$ cat src/rtl/n8_responder_if.sv
// Host-side signal bundle for the N8 controller responder: button inputs, the
// host reader's latch/pulse strobes, and the serial data and status returned to it.
interface n8_responder_if;
  logic [7:0]  buttons;
  logic        latch_in;
  logic        pulse_in;
  logic        data_out;
  logic        active;
  logic        frame_done;
  logic [15:0] frames;

  modport master (
    output buttons, latch_in, pulse_in,
    input  data_out, active, frame_done, frames
  );

  modport slave (
    input  buttons, latch_in, pulse_in,
    output data_out, active, frame_done, frames
  );
endinterface

$ cat src/rtl/n8_responder.sv
// N8-style controller responder: it latches eight buttons on a host latch and
// shifts them out active-low, one bit per host pulse, with a stall timeout.
module n8_responder #(
  parameter int SYNC_STAGES    = 2,
  parameter int TIMEOUT_CYCLES = 50000
) (
  input  logic          clk,
  input  logic          reset_n,
  n8_responder_if.slave bus
);

  typedef enum logic [1:0] {IDLE, LOAD, SHIFT, DONE} state_t;

  localparam int             TW      = $clog2(TIMEOUT_CYCLES + 1);
  localparam logic [TW-1:0]  TO_LAST = TW'(TIMEOUT_CYCLES - 1);

  logic [SYNC_STAGES-1:0] latch_sync, pulse_sync;
  logic                   latch_dly, pulse_dly;
  logic                   latch_lvl, latch_rise, pulse_rise;

  state_t      state, state_n;
  logic [7:0]  shreg, shreg_n;
  logic [3:0]  count, count_n, count_inc;
  logic [TW-1:0] timeout, timeout_n;
  logic [15:0] frames_q, frames_n;
  logic        data_q, data_n;
  logic        active_q, active_n;
  logic        done_q, done_n;

  // The strobes come from another clock domain; the delayed copy of the last
  // stage provides the single-cycle rising-edge detect.
  // NOTE: sequential state uses <= so every flop samples the pre-edge values;
  // blocking assignments here would collapse the synchronizer chain.
  always_ff @(posedge clk or negedge reset_n) begin
    if (!reset_n) begin
      latch_sync <= '0;
      pulse_sync <= '0;
      latch_dly  <= 1'b0;
      pulse_dly  <= 1'b0;
    end else begin
      latch_sync <= {latch_sync[SYNC_STAGES-2:0], bus.latch_in};
      pulse_sync <= {pulse_sync[SYNC_STAGES-2:0], bus.pulse_in};
      latch_dly  <= latch_sync[SYNC_STAGES-1];
      pulse_dly  <= pulse_sync[SYNC_STAGES-1];
    end
  end

  assign latch_lvl  = latch_sync[SYNC_STAGES-1];
  assign latch_rise = latch_lvl & ~latch_dly;
  assign pulse_rise = pulse_sync[SYNC_STAGES-1] & ~pulse_dly;

  // NOTE: the shift register is reset along with the control state so an
  // aborted frame can never leak stale button bits into the next one.
  always_ff @(posedge clk or negedge reset_n) begin
    if (!reset_n) begin
      state    <= IDLE;
      shreg    <= '0;
      count    <= '0;
      timeout  <= '0;
      frames_q <= '0;
      data_q   <= 1'b1;
      active_q <= 1'b0;
      done_q   <= 1'b0;
    end else begin
      state    <= state_n;
      shreg    <= shreg_n;
      count    <= count_n;
      timeout  <= timeout_n;
      frames_q <= frames_n;
      data_q   <= data_n;
      active_q <= active_n;
      done_q   <= done_n;
    end
  end

  // NOTE: every signal gets its hold value first, so no path through the case
  // can leave one unassigned and infer a latch.
  always_comb begin
    state_n   = state;
    shreg_n   = shreg;
    count_n   = count;
    timeout_n = timeout;
    frames_n  = frames_q;
    data_n    = data_q;
    done_n    = 1'b0;
    count_inc = count + 4'd1;

    if (latch_rise) begin
      // A fresh latch always restarts the frame, whatever else happens.
      state_n   = LOAD;
      shreg_n   = bus.buttons;
      count_n   = '0;
      timeout_n = '0;
      data_n    = ~bus.buttons[0];
    end else begin
      unique case (state)
        IDLE: data_n = 1'b1;

        LOAD: begin
          shreg_n   = bus.buttons;
          count_n   = '0;
          timeout_n = '0;
          data_n    = ~bus.buttons[0];
          if (!latch_lvl) state_n = SHIFT;
        end

        SHIFT: begin
          if (pulse_rise && !latch_lvl) begin
            shreg_n   = {1'b0, shreg[7:1]};
            count_n   = count_inc;
            timeout_n = '0;
            data_n    = (count_inc < 4'd8) ? ~shreg[1] : 1'b1;
            if (count_inc == 4'd8) begin
              state_n  = DONE;
              done_n   = 1'b1;
              frames_n = frames_q + 16'd1;
            end
          end else if (timeout == TO_LAST) begin
            state_n   = IDLE;
            timeout_n = '0;
            data_n    = 1'b1;
          end else begin
            timeout_n = timeout + TW'(1);
          end
        end

        DONE: data_n = 1'b1;

        default: begin
          state_n = IDLE;
          data_n  = 1'b1;
        end
      endcase
    end

    active_n = (state_n == LOAD) || (state_n == SHIFT);
  end

  assign bus.data_out   = data_q;
  assign bus.active     = active_q;
  assign bus.frame_done = done_q;
  assign bus.frames     = frames_q;

endmodule

$ cat src/flat_wrapper.sv
// flat-port wrapper written by rule: the top's interface ports become plain ports
module n8_responder_flat 
#(
  parameter int SYNC_STAGES    = 2,
  parameter int TIMEOUT_CYCLES = 50000
)
  (clk, reset_n, bus_buttons, bus_latch_in, bus_pulse_in, bus_data_out, bus_active, bus_frame_done, bus_frames);
  n8_responder_if bus_i ();
  input  logic clk;
  input  logic reset_n;
  input wire logic [$bits(bus_i.buttons)-1:0] bus_buttons;
  input wire logic [$bits(bus_i.latch_in)-1:0] bus_latch_in;
  input wire logic [$bits(bus_i.pulse_in)-1:0] bus_pulse_in;
  output wire logic [$bits(bus_i.data_out)-1:0] bus_data_out;
  output wire logic [$bits(bus_i.active)-1:0] bus_active;
  output wire logic [$bits(bus_i.frame_done)-1:0] bus_frame_done;
  output wire logic [$bits(bus_i.frames)-1:0] bus_frames;
  assign bus_i.buttons = bus_buttons;
  assign bus_i.latch_in = bus_latch_in;
  assign bus_i.pulse_in = bus_pulse_in;
  assign bus_data_out = bus_i.data_out;
  assign bus_active = bus_i.active;
  assign bus_frame_done = bus_i.frame_done;
  assign bus_frames = bus_i.frames;
  n8_responder #(.SYNC_STAGES(SYNC_STAGES), .TIMEOUT_CYCLES(TIMEOUT_CYCLES)) u_core (.clk(clk), .reset_n(reset_n), .bus(bus_i));
endmodule
$ cat config.mk
export PLATFORM = sky130hd
export DESIGN_NAME = n8_responder_flat
export DESIGN_NICKNAME = d
export VERILOG_FILES = /design/src/rtl/n8_responder_if.sv /design/src/rtl/n8_responder.sv /design/src/flat_wrapper.sv
export SDC_FILE = /design/constraint.sdc
export NUM_CORES = 1
export LEC_CHECK = 0
export ABC_CLOCK_PERIOD_IN_PS = 3200
export BUFFER_PORTS_ARGS = -buffer_cell sky130_fd_sc_hd__buf_4
export CAP_MARGIN = 10
export CORE_UTILIZATION = 60
export DETAILED_ROUTE_END_ITERATION = 6
export GPL_TIMING_DRIVEN = 0
export PLACE_DENSITY_LB_ADDON = 0.2
export SYNTH_ARGS = -nofsm -noshare
export SYNTH_HDL_FRONTEND = slang
export SYNTH_SLANG_ARGS = --single-unit
$ cat constraint.sdc
create_clock -name clk -period 3.2 [get_ports clk]
set_clock_uncertainty 0.05 [all_clocks]
set_input_delay 0.16 -clock clk [delete_from_list [all_inputs] [get_ports clk]]
set_output_delay 0.16 -clock clk [all_outputs]
set_load 0.02 [all_outputs]
Word level (Yosys, flattened, before mapping)
Index checks and enable logic that the tools add are counted.

cells by class
  bitwise logic cells = 7
  multiply operators = 0
  shift operators = 0
  add/subtract/negate cells = 3
  equality and inequality tests = 9
  magnitude comparators = 1
  reductions and logical operators = 8
  div/mod/pow operators = 0
  multiplexer cells = 25

operator list
  operator                                        number
  2-to-1 mux 16 bit                               3
  adder 16 x 1 -> 16 bit (second input constant)  2
  one-hot mux 16 bit (2 select lines)             1
  == test 16 bit (second input constant)          1
  2-to-1 mux 8 bit                                2
  one-hot mux 8 bit (2 select lines)              1
  2-to-1 mux 2 bit                                5
  2-to-1 mux 1 bit                                8
  2-to-1 mux 4 bit                                2
  one-hot mux 4 bit (2 select lines)              1
  == test 2 bit (second input constant)           3
  inverter 1 bit                                  5
  adder 4 x 1 -> 4 bit (second input constant)    1
  == test 2 x 1 -> 1 bit (second input constant)  2
  == test 4 bit (second input constant)           1
  < comparator 4 bit (second input constant)      1
  != test 4 x 1 -> 1 bit (second input constant)  1
  one-hot mux 2 bit (2 select lines)              1
  AND reduction 4 bit                             1
  != test 3 x 1 -> 1 bit (second input constant)  1
  one-hot mux 1 bit (3 select lines)              1
  nonzero test 3 bit                              1
  AND 1 bit                                       2
  zero test 2 bit                                 1
  5 further kinds                                 5

word-level totals
  memory bits (writable) = 0
  bits in registers = 55
  bits in read-only memories = 0
  memories = 0
  bits in latches = 0

Depth between registers and ports, before layout
  depth in word-level cells = 8
  gate-level depth with buffers = 8
  mapped depth without buffers = 7

Least setup slack after synthesis
Ideal clock, no wire load.

  path type = reg-to-reg
  start point = register u_core.state[0]
  end point = register u_core.timeout[3]
  required time = 3.054 ns
  stages on the path, launching flop included = 9
  buffers on the path = 1
  period minus slack after synthesis = 1.815 ns
  arrival = 1.669 ns
  path slack = 1.385 ns
  library setup time = 0.096 ns
  cells stage by stage = dfrtp_1 inv_1 ha_1 inv_1 or3_1 nor2b_1 buf_2 nand2_1 o31ai_1

between the ends
  word-level cells in the longest chain between the ends = 3
  elaborated cells between the ends (all ways) = 5
  classes of those cells = eq/ne (2); mux (2); reduce/logical (1)

RTL lines
  item                                                            line                source
  start: declaration                                              n8_responder.sv:21  state_t state, state_n;
  start signal: assignment                                        n8_responder.sv:65  state <= state_n;
  == test 2 bit / == test 2 x 1 -> 1 bit (equally long branches)  n8_responder.sv:96  unique case (state)
  one-hot mux 16 bit (2 select lines)                             n8_responder.sv:96
  2-to-1 mux 16 bit                                               n8_responder.sv:88  if (latch_rise) begin
  end signal: assignment                                          n8_responder.sv:68  timeout <= timeout_n;
  end: declaration                                                n8_responder.sv:24  logic [TW-1:0] timeout, timeout_n;

Several ways; a longest one is shown, not always the timed one.
A chain may end at the register's enable or synchronous reset.

Final worst setup path
  start point = register u_core.state[0]
  end point = register u_core.shreg[3]

between the ends
  word-level cells in the longest chain between the ends = 3
  elaborated cells between the ends (all ways) = 7
  classes of those cells = eq/ne (3); mux (2); reduce/logical (2)

RTL lines
  item                                                              line                source
  == test 2 bit / == test 2 x 1 -> 1 bit (equally long branches)    n8_responder.sv:96
  one-hot mux 8 bit (2 select lines), or another cell as far along  n8_responder.sv:96
  2-to-1 mux 8 bit / AND reduction 2 bit (equally long branches)    -
  end signal: assignment                                            n8_responder.sv:66  shreg <= shreg_n;
  end: declaration                                                  n8_responder.sv:22  logic [7:0] shreg, shreg_n;

Several ways; a longest one is shown, not always the timed one.

==> results.py <==
metrics = {
    "finish": {
        "filler_cell_count": 286,
        "num_antenna_cells": 0,
        "post-route-util": 0.7419,
        "drive_gt1_frac": 0.1765,
        "nets": 305,
        "area_growth_pct": 16.85,
        "multiInputGateArea_um2": 1160,
        "register_area_um2": 1353,
    },
    "clock_network": {
        "hold_buffers": 3,
        "cts-buffers-inserted": 5,
        "clock-root-buffer": "clkbuf_8",
        "clock_sinks": 54,
        "cts_resized": 0,
        "cts.htree.levels": 2,
        "cts.reportedPaths.clkPinSlew_ns": 0.11,
        "max-clock-path-buffers": 2,
        "cts_setup_buffers": 0,
        "clk_latency_ns": 0.31,
        "cts_tree": "yes",
    },
    "power_and_ir_drop": {
        "ir_drop_uv": 427.3,
        "p_sw_uw": 581.6,
        "p_leak_nw": 1.448,
        "power.total_mw": 1.742,
        "pwr-share-seq": 0.469,
        "switching_share": 0.3339,
        "clkPwrFrac": 0.265,
        "p_per_area_nw_per_um2": 578.6,
        "p_int_mw": 1.160,
        "pwr-share-comb": 0.265,
    },
    "drt": {
        "firstDrtPassIters": 5,
        "drt_iter0_drc": 85,
        "wl_met2_mm": 2.355,
        "drc": 0,
        "avgRoutedWirePerCell_um": 14.15,
        "antenna_left": 0,
        "top_layer_used": "met4",
        "wl_met3_um": 180,
        "vias_per_cell": 5.670,
        "wirelength_mm": 4.798,
        "wl_met1_mm": 2.210,
        "vias": 1922,
    },
    "yosys": {
        "ys_seq_elements": 54,
        "synth_simple_gate_area_frac": 0.2224,
        "synth_xor_area_frac": 0.09811,
        "synth_flop_cell": "dfrtp_1",
        "synth_edf_count": 0,
        "synth_area_um2": 2576,
        "synth_nets": 265,
        "netlist_instances": 248,
        "synthTopCellsByArea": "dfrtp_1, xnor2_1, nand2_1, xor2_1, nand3_1",
        "synth_top_area_share": 0.5148,
        "synthTopCellsByCount": "dfrtp_1, nand2_1, nor2_1",
        "async_reset_ff_frac": 1.000,
        "synth_top_family_by_area": "simple AND/OR/NAND/NOR gates",
        "syn_area_per_cell_um2": 10.39,
        "ys_types": 45,
        "synth_most_common_cell": "dfrtp_1",
        "synthMuxAreaShare": 0.02768,
        "ys_seq_area_frac": 0.5250,
        "ys_warn_count": 0,
        "yosys.area.top_type": "dfrtp_1",
        "synthAdderAreaFrac": 0.02428,
        "synth_compound_area_frac": 0.07771,
    },
    "timing": {
        "fmax_mhz": 466.7,
        "rsz0062_at_grt": "no",
        "slew_violations": 0,
        "slew_headroom": 0.5653,
        "setup_tns_ns": 0,
        "postLayoutSetupSlackWorst_ns": 1.057,
        "period_needed_ns": 2.143,
        "tightestPinTransition_ns": 0.6521,
        "timing_hold_violations_final": 0,
        "finalCritPeriodShare": 0.6695,
        "setup_violations": 0,
    },
    "global_route": {
        "grt-ovfl-total": 0,
        "grt_first_pass_wirelength_mm": 8.066,
        "antenna_found_initial": 0,
        "grt_use_total": 0.2361,
        "grt_pass1_vias": 1773,
        "grt_max_degree": 55,
    },
    "setup_path": {
        "crit_chain": "inv_1, ha_1, inv_1, or3_1, nand2_1, buf_2, nand2_1, o21ai_0",
        "cp-end-kind": "flip-flop",
        "worst-path-max-fanout": 10,
        "timing_worst_setup_path_type": "flip-flop to flip-flop",
        "crit_arrival_ns": 2.31,
        "start_kind": "flip-flop",
        "required_ns": 3.36,
        "cp_slowest_stage_delay_ns": 0.44,
        "critPathSlowestCell": "or3_1",
    },
    "placed_design": {
        "place.gp.congestion": 0.8190,
        "port_buffers": 30,
        "dpl.hpwl_mm": 3.333,
        "dp_slack_ns": 1.100,
    },
    "floorplan": {
        "row_count": 23,
        "die_area_um2": 4560,
        "core-area_um2": 4058,
        "die_y_um": 67.53,
        "boundaryPins": 31,
        "floorplan.initialDensity": 0.6349,
        "die_w_um": 67.53,
    },
    "run_status": {
        "run_status": "finished clean",
    },
    "hold_path": {
        "hp-class": "input port to flip-flop",
    },
    "flow_run": {
        "drv_cap": 0,
    },
}
## power by group through the flow
stage	registers (mW)	logic [mW]	clock network, mW
2_1_floorplan	0.838	0.307	0
3_3_place_gp	0.827	0.439	0
3_5_place_dp	0.832	0.454	0
4_1_cts	0.818	0.463	0.474
5_1_grt	0.829	0.526	0.497
6_report	0.818	0.462	0.462
## worst max-delay path, delay by kind of cell (launching register included)
family	cells	cell delay [ns]
buffers and inverters	3	0.44
AO/OA/AOI/OAI	1	0.09
AND/OR/NAND/NOR	3	0.79
flip-flops	1	0.41
adder cells (fa/ha/maj)	1	0.28
## flip-flops by register name (all words and copies together) (netlist names)
| signal | flops |
|---|---|
| u_core.bus.active | 1 |
| u_core.bus.data_out | 1 |
| u_core.bus.frame_done | 1 |
| u_core.bus.frames | 16 |
| u_core.count | 4 |
| u_core.latch_dly | 1 |
| u_core.latch_sync | 2 |
| u_core.pulse_dly | 1 |
| u_core.pulse_sync | 2 |
| u_core.shreg | 7 |
| u_core.state | 2 |
| u_core.timeout | 16 |
## stage by stage
stage                     instances  instance area, um^2  hold WS [ns]
final                           339                 3010       0.05082
after global routing            339                 3010       0.04508
after CTS                       339                 3010       0.05122
after detailed placement        328                 2864        0.1876
after global placement          328                 2864        0.1833
after floorplan                 248                 2576       -0.1856
## worst paths after layout
kind	start	to	slack, ns	cells past startpoint
hold reg to reg	u_core.pulse_sync[0]$_DFF_PN0_	u_core.pulse_sync[1]$_DFF_PN0_	0.31	0
min in group asynchronous	reset_n	u_core.bus.active$_DFF_PN0_	0.37	2
hold / removal	bus_buttons[7]	u_core.shreg[7]$_DFFE_PN0P_	0.05	2
max in group asynchronous	reset_n	u_core.count[0]$_DFFE_PN0P_	2.29	2
setup / recovery	u_core.state[0]$_DFF_PN0_	u_core.shreg[3]$_DFFE_PN0P_	1.06	8
setup reg to reg	u_core.state[0]$_DFF_PN0_	u_core.shreg[3]$_DFFE_PN0P_	1.06	8
## cell type report
cell class | count | area share
clock buffer | 5 | 0.02286
inverter | 9 | 0.01122
sequential | 54 | 0.4493
buffer | 6 | 0.009975
multi-input combinational | 179 | 0.3853
tap | 50 | 0.02078
timing repair buffer | 33 | 0.08479
clock inverter | 3 | 0.01579
## cells by family after synthesis
| family | count (synthesis) |
|---|---|
| adder cells (fa/ha/maj) | 5 |
| multiplexers | 7 |
| buffers and inverters | 15 |
| XOR/XNOR | 28 |
| AO/OA/AOI/OAI | 31 |
| flip-flops | 54 |
| AND/OR/NAND/NOR | 108 |
## metal layers
layer | up-vias | GRT usage
met5 | - | 0
met4 | 0 | 0.08245
met3 | 5 | 0.04392
met2 | 39 | 0.3775
met1 | 936 | 0.3192
li1 | 942 | -
## cell usage in the layout (no fill, tap or decap), types with 9 or more instances in the layout
master   count
buf_4       31
nor2_1      18
xor2_1      12
inv_1        9
dfrtp_1     53
nand2_1     29
nand3_1     16
xnor2_1     15
o21ai_0     16
nor3_1      10
(Power assumes the default switching activity.)
